[src/rtl/sound_pkg.sv]
// Shared constants and helpers for the sound mixer slice: DAC mode codes,
// pipeline sum width and mix saturation.
package sound_pkg;

  localparam int MODE_PWM = 0;
  localparam int MODE_SDM = 1;

  // Width that holds CH full-scale channels plus the beeper and tape levels.
  function automatic int SW(input int dw, input int ch);
    return dw + $clog2(ch + 2);
  endfunction

  function automatic logic [31:0] sat(input logic [31:0] value, input int dw);
    logic [31:0] max_val;
    max_val = (32'd1 << dw) - 32'd1;
    return (value > max_val) ? max_val : value;
  endfunction

endpackage

[src/rtl/sound_dac.sv]
// 1-bit audio DAC: PWM with per-period duty latch, or first-order sigma-delta.
// A free-running counter marks the 2^DW-cycle sample period in both modes.
module sound_dac
  import sound_pkg::*;
#(
  parameter int DW   = 8,
  parameter int MODE = MODE_PWM
) (
  input  logic          clk,
  input  logic          rst_n,
  input  logic [DW-1:0] mix,
  output logic          dac_out,
  output logic          sample_stb
);

  logic [DW-1:0] cnt_reg;
  logic          dac_reg;
  logic          dac_next;

  always_ff @(posedge clk) begin
    if (!rst_n) begin
      cnt_reg <= '0;
    end else begin
      cnt_reg <= cnt_reg + DW'(1);
    end
  end

  // Gated with rst_n so the strobe stays low while reset is held, yet the
  // first cycle after release (cnt still 0) is already a period start.
  assign sample_stb = rst_n && (cnt_reg == '0);

  generate
    if (MODE == MODE_SDM) begin : g_sdm
      logic [DW:0] acc_reg;
      logic [DW:0] acc_next;

      always_comb begin
        acc_next = {1'b0, acc_reg[DW-1:0]} + {1'b0, mix};
      end

      always_ff @(posedge clk) begin
        if (!rst_n) begin
          acc_reg <= '0;
        end else begin
          acc_reg <= acc_next;
        end
      end

      assign dac_next = acc_next[DW];
    end else begin : g_pwm
      logic [DW-1:0] duty_reg;
      logic [DW-1:0] duty_eff;

      // The period-start cycle already compares against the incoming mix so
      // the high run is contiguous from the start of the period.
      always_comb begin
        duty_eff = (cnt_reg == '0) ? mix : duty_reg;
      end

      always_ff @(posedge clk) begin
        if (!rst_n) begin
          duty_reg <= '0;
        end else if (cnt_reg == '0) begin
          duty_reg <= mix;
        end
      end

      assign dac_next = (cnt_reg < duty_eff);
    end
  endgenerate

  always_ff @(posedge clk) begin
    if (!rst_n) begin
      dac_reg <= 1'b0;
    end else begin
      dac_reg <= dac_next;
    end
  end

  assign dac_out = dac_reg;

endmodule

[src/rtl/sound_mixer.sv]
// Beeper, tape-out and CH covox channels summed, scaled and saturated into a
// DW-bit mix, then turned into a 1-bit audio stream by sound_dac.
module sound_mixer
  import sound_pkg::*;
#(
  parameter int            CH       = 4,
  parameter int            DW       = 8,
  parameter int            SHIFT    = 2,
  parameter int            MODE     = MODE_PWM,
  parameter logic [DW-1:0] BEEP_LVL = 8'h80,
  parameter logic [DW-1:0] TAPE_LVL = 8'h20
) (
  input  logic          clk,
  input  logic          rst_n,
  input  logic [DW-1:0] din,
  input  logic [CH-1:0] covox_wr,
  input  logic          beeper_wr,
  output logic [DW-1:0] mix,
  output logic          dac_out,
  output logic          sample_stb
);

  localparam int SUM_W = SW(DW, CH);

  logic [CH*DW-1:0] chan_flat;
  logic             beep_reg;
  logic             tape_reg;
  logic [SUM_W-1:0] sum_reg;
  logic [SUM_W-1:0] sum_next;
  logic [SUM_W-1:0] shifted;
  logic [DW-1:0]    mix_reg;
  logic [DW-1:0]    mix_next;

  genvar gi;
  generate
    for (gi = 0; gi < CH; gi++) begin : g_chan
      logic [DW-1:0] chan_reg;

      always_ff @(posedge clk) begin
        if (!rst_n) begin
          chan_reg <= '0;
        end else if (covox_wr[gi]) begin
          chan_reg <= din;
        end
      end

      assign chan_flat[gi*DW +: DW] = chan_reg;
    end
  endgenerate

  always_ff @(posedge clk) begin
    if (!rst_n) begin
      beep_reg <= 1'b0;
      tape_reg <= 1'b0;
    end else if (beeper_wr) begin
      beep_reg <= din[4];
      tape_reg <= din[3];
    end
  end

  always_comb begin
    sum_next = '0;
    for (int k = 0; k < CH; k++) begin
      sum_next = sum_next + SUM_W'(chan_flat[k*DW +: DW]);
    end
    if (beep_reg) sum_next = sum_next + SUM_W'(BEEP_LVL);
    if (tape_reg) sum_next = sum_next + SUM_W'(TAPE_LVL);
  end

  always_comb begin
    shifted  = sum_reg >> SHIFT;
    mix_next = DW'(sat(32'(shifted), DW));
  end

  always_ff @(posedge clk) begin
    if (!rst_n) begin
      sum_reg <= '0;
      mix_reg <= '0;
    end else begin
      sum_reg <= sum_next;
      mix_reg <= mix_next;
    end
  end

  assign mix = mix_reg;

  sound_dac #(
    .DW   (DW),
    .MODE (MODE)
  ) u_dac (
    .clk        (clk),
    .rst_n      (rst_n),
    .mix        (mix_reg),
    .dac_out    (dac_out),
    .sample_stb (sample_stb)
  );

endmodule

[config.mk]
export PLATFORM = sky130hd
export DESIGN_NAME = sound_mixer
export DESIGN_NICKNAME = d
export VERILOG_FILES = /design/src/rtl/sound_pkg.sv /design/src/rtl/sound_dac.sv /design/src/rtl/sound_mixer.sv
export SDC_FILE = /design/constraint.sdc
export NUM_CORES = 1
export LEC_CHECK = 0
export BUFFER_PORTS_ARGS = -buffer_cell sky130_fd_sc_hd__buf_2
export CORE_UTILIZATION = 44
export DETAILED_ROUTE_END_ITERATION = 10
export SYNTH_ARGS = -nofsm -noshare
export SYNTH_HDL_FRONTEND = slang
export SYNTH_SLANG_ARGS = --single-unit
[constraint.sdc]
create_clock -name clk -period 3.85 [get_ports clk]
set_input_delay 0.77 -clock clk [delete_from_list [all_inputs] [get_ports clk]]
set_output_delay 0.77 -clock clk [all_outputs]
set_load 0.01 [all_outputs]
==> After elaboration in Yosys (flattened, before gate mapping) <==
Cells that the tools add are included.
{ "op_classes": {"magnitude_cmp": 2, "mux": 4, "addsub": 6, "reduce_logical": 2} }
{ "ops": {"columns": ["operator", "count"], "rows": [
  ["2-to-1 mux 11 bit", 2],
  ["2-to-1 mux 8 bit", 2],
  ["adder 10 x 8 -> 11 bit", 1],
  ["adder 11 x 6 -> 11 bit, second input constant", 1],
  ["adder 11 x 8 -> 11 bit, second input constant", 1],
  ["adder 9 x 8 -> 10 bit", 1],
  ["adder 8 x 8 -> 9 bit", 1],
  ["greater-than comparator 9 x 8 -> 1 bit, second input constant", 1],
  ["adder 8 x 1 -> 8 bit, second input constant", 1],
  ["zero test 8 bit", 1],
  ["< comparator 8 bit", 1],
  ["logical AND 1 bit", 1]
]} }
{ "totals": {"out_inout_bits": 10, "word_cells": 25, "ff_bits": 70} }

==> Logic depth before layout (Yosys ltp) <==
{ "depth": {"depth_word": 7, "mapped_depth": 14, "mapped_depth_nobuf": 14} }

==> Hierarchy <==
Synthesis repeated with hierarchy kept, for this count alone.
{ "unflattened": {"cells_unflattened": 358, "hier_area_um2": 3403.3} }
{ "by_module_without_submodules": {"columns": ["mod", "n_inst", "cells_each", "area_per_inst_um2"], "rows": [
  ["sound_mixer", 1, 274, 2595.0],
  ["sound_dac", 1, 84, 808.3]
]} }

==> Worst setup path before layout <==
No wires, ideal clock.
{ "synth_path": {"path_type": "reg2reg", "startpoint": "register g_chan[0].chan_reg[1]", "endpoint": "register sum_reg[9]", "path_stages_with_launch": 14, "path_slack_ps": 668, "path_buffers": 0, "required_time_ps": 3778, "t_arrival_ps": 3110, "path_cell_list": "dfxtp_1 > inv_1 > fa_1 > fa_1 > nor2_1 > nand2_1 > fa_1 > and2b_1 > o22ai_1 > xnor2_1 > ha_1 > nand2_1 > a211oi_1 > mux2i_1"} }
{ "synth_between": {"elab_chain_cells": 7} }
{ "synth_lines": {"columns": ["item", "line_no", "source"], "rows": [
  ["from (decl)", "sound_mixer.sv:37", "logic [DW-1:0] chan_reg;"],
  ["from (signal assigned)", "sound_mixer.sv:43", "chan_reg <= din;"],
  ["adder 8 x 8 -> 9 bit (*)", "sound_mixer.sv:64", "sum_next = sum_next + SUM_W'(chan_flat[k*DW +: DW]);"],
  ["adder 9 x 8 -> 10 bit (*)", "sound_mixer.sv:64", null],
  ["adder 10 x 8 -> 11 bit (*)", "sound_mixer.sv:64", null],
  ["adder 11 x 8 -> 11 bit", "sound_mixer.sv:66", "if (beep_reg) sum_next = sum_next + SUM_W'(BEEP_LVL);"],
  ["2-to-1 mux 11 bit (*)", "sound_mixer.sv:66", null],
  ["adder 11 x 6 -> 11 bit", "sound_mixer.sv:67", "if (tape_reg) sum_next = sum_next + SUM_W'(TAPE_LVL);"],
  ["2-to-1 mux 11 bit (*)", "sound_mixer.sv:67", null],
  ["to (signal assigned)", "sound_mixer.sv:80", "sum_reg <= sum_next;"],
  ["to (decl)", "sound_mixer.sv:28", "logic [SUM_W-1:0] sum_reg;"]
]} }
Every way passes the cells marked *; elsewhere a longest branch is shown, timed or not.
A chain may end at the register's enable or synchronous reset.

==> Final worst setup path <==
Ends and elaborated chain as after synthesis.

==> flow_summary.json <==
{
  "slowest_delay_ns": 0.55,
  "crit_type": "flop to flop",
  "synth-seq-cells": 68,
  "fmax_ghz": 0.293,
  "startpoint_type": "flop",
  "reg2reg_slack_ns": 0.44,
  "pin_count": 25,
  "root_buffer": "clkbuf_8",
  "finalSetupTns_ns": 0,
  "grt_use_total_pct": 17.2,
  "netlist_top_cells_count": "nor2_1, dfxtp_1, inv_1",
  "max_cap_violations": 0,
  "synth_seq_area_share_pct": 40.6,
  "cellLeakagePower_nw": 1.74,
  "busiest_layer": "met2",
  "reg2regPathDepth": 13,
  "synth_top_family_by_area": "adder cells",
  "r2r_start": "g_chan[0].chan_reg[1]",
  "synthCells": 350,
  "place.gp.congestion": 0.743,
  "synthToLayoutAreaGrowth_pct": 12.9,
  "syn-num-nets": 398,
  "yosysTopAreaCellShare_pct": 40.6,
  "path_clk_slew_ns": 0.09,
  "antenna_found_initial": 0,
  "slew_violations": 0,
  "ant_nets": 0,
  "worst_ep_arrival_time_ns": 3.68,
  "grt_max_degree": 42,
  "wl_per_cell_um": 12.1,
  "drtIter0Drc": 80,
  "dp.final_hpwl_um": 4330,
  "cpMaxStageDelayCell": "fa_1",
  "yosys.cell_types.count": 38,
  "tritoncts": "built",
  "worstPathRequired_ns": 4.12,
  "numPortBuffers": 24,
  "pwr_density_cell_nw_per_um2": 479,
  "wl_um": 5790,
  "dieArea_um2": 7970,
  "synthFlopType": "dfxtp_1",
  "avgSynthCellArea_um2": 9.57,
  "synthAdderAreaFrac_pct": 15.9,
  "crit_fanout": 3,
  "endpoint_kind": "flop",
  "fin_skew_ns": 0.0133,
  "grt_pass1_vias": 2286,
  "relSlewSlack_pct": 65.5,
  "synth-compound-area-share_pct": 5.53,
  "synthArstFlopShare_pct": 0,
  "clkSinkCount": 68,
  "whs_ns": 0.439,
  "max-vdd-ir-drop_uv": 269,
  "ys_warn_count": 0,
  "endpoint": "sum_reg[9]",
  "grt_util_met1_pct": 20.9,
  "core-area_um2": 7290,
  "via_per_inst": 4.73,
  "fp.dieH_um": 89.3,
  "grt.met2_usage_pct": 28.9,
  "nets": 422,
  "largest_register_ffs": 32,
  "synth_edf_count": 0,
  "synth_area_um2": 3350,
  "drive_gt1_share_pct": 13.7,
  "yosysMostFrequentCell": "nor2_1",
  "setup_viol": 0,
  "worst_slew_pin_slew_ns": 0.517,
  "cp_common_cell": "fa_1",
  "synthMuxAreaShare_pct": 13.4,
  "initial_core_util_pct": 45.9,
  "hold_violations": 0,
  "finalCriticalPeriod_ns": 3.41,
  "synthXorXnorAreaFrac_pct": 3.14,
  "vias": 2259,
  "htree_levels": 3,
  "min_path_type": "flop to flop",
  "holdBufCountCts": 0,
  "synth_area_leader_cell": "dfxtp_1",
  "grt_util_met3_pct": 5.45,
  "post_cts_buffers": 0,
  "fin_crit_sh_pct": 88.6,
  "fp-row-count": 31,
  "die_x_um": 89.3,
  "gr-total-overflow": 0,
  "synth-simple-area-share_pct": 14.7,
  "clock_path_buffers": 2,
  "synthTopCellsByArea": "dfxtp_1, mux2i_1, fa_1",
  "drc": 0,
  "status": "complete, no violations",
  "dr.pass1.iters": 4,
  "grt_pass1_wl_um": 10100,
  "cts_buffers": 9,
  "cts-resized-gates": 0,
  "cp-startpoint": "g_chan[0].chan_reg[1]",
  "worstPathCellList": "inv_1 > fa_1 > fa_1 > nor2_1 > nand2_1 > fa_1 > and2b_1 > o22ai_1 > xnor2_1 > ha_1 > nand2_1 > a211oi_1 > mux2i_1",
  "rsz0062_at_grt": "no",
  "clk_latency_ns": 0.34,
  "r2r_end": "sum_reg[9]",
  "diodes": 0
}
critical path, delay by kind of cell (launching register included):
kind            cells  cell delay (ns)
fa+ha+maj           4             1.56
xor+xnor            1             0.29
simple gates        4             0.51
compound gates      2             0.40
mux                 1             0.21
flops               1             0.33
buf+inv             1             0.06
logic make-up after synthesis:
kind of cell / after synthesis
flip-flops: 68
buffers and inverters: 59
AO/OA/AOI/OAI: 22
adder cells (fa/ha/maj): 33
XOR/XNOR: 12
AND/OR/NAND/NOR: 111
multiplexers: 45
where the power goes:
group	internal [mW]	leakage (nW)	total, mW	switching (mW)
Combinational	0.171	1.07	0.371	0.201
Clock	0.368	0.106	0.648	0.280
Sequential	0.765	0.559	0.792	0.0263
Total	1.30	1.74	1.81	0.507
cell usage in the layout, fill, tap and decap left out, drive strengths merged:
cell type	netlist	layout
and2b	2	2
nor3	4	4
clkbuf	10	9
inv	47	47
or4	1	1
o22ai	1	1
o2111a	1	1
mux2i	45	45
or3	2	2
fa	16	16
buf	2	25
dfxtp	68	68
a211oi	1	1
and4	1	1
xnor2	6	6
and3	2	2
a21boi	2	2
ha	17	17
a21oi	4	4
nand3	7	7
o2111ai	1	1
bufinv	0	2
o211ai	1	1
nor4b	1	1
o21a	1	1
clkinv	0	3
nand4bb	1	1
xor2	6	6
or2	2	2
a21o	3	3
clkinvlp	0	2
nor2	78	78
nand2	6	6
a2111oi	1	1
nand4	2	2
o31ai	1	1
o21ai	5	5
and2	2	2
stage by stage:
step	utilization, %	power, mW	area [um2]	std cells	worst slack, ns
final	51.9	1.81	3780	478	0.439
after global routing	51.9	1.93	3780	478	0.246
after CTS	51.9	1.84	3780	478	0.412
after detailed placement	48.8	1.18	3560	462	0.429
after global placement	48.8	1.18	3560	462	0.525
after floorplan	-	1.10	3350	350	0.668
how the worst min path moves through the flow:
stage / start / end / slack, ns / depth (start not counted)
final: sum_reg[9] / mix[7] / 0.44 / 2
after global routing: sum_reg[2] / mix[0] / 0.46 / 2
after CTS: sum_reg[6] / mix[4] / 0.45 / 2
after detailed placement: sum_reg[6] / mix[4] / 0.43 / 2
after global placement: sum_reg[4] / mix[2] / 0.42 / 2
after floorplan: sum_reg[2] / mix[0] / 0.41 / 2
layout make-up:
cell class              instances  area [um2]
well taps                      99         124
clock buffers                   9         124
flip-flops and latches         68        1360
repair buffers                 25         128
fillers                       721        3510
clock inverters                 7         101
inverters                      47         176
multi-input cells             223        1770
per-layer routing:
layer	wire length, um	up-vias	part of all wire [%]
li1	-	1179	-
met3	170	6	2.9
met4	88	0	1.5
met5	0	-	0
met1	2860	1051	49
met2	2680	23	46
Note: power is estimated with default switching activity, not from simulation.
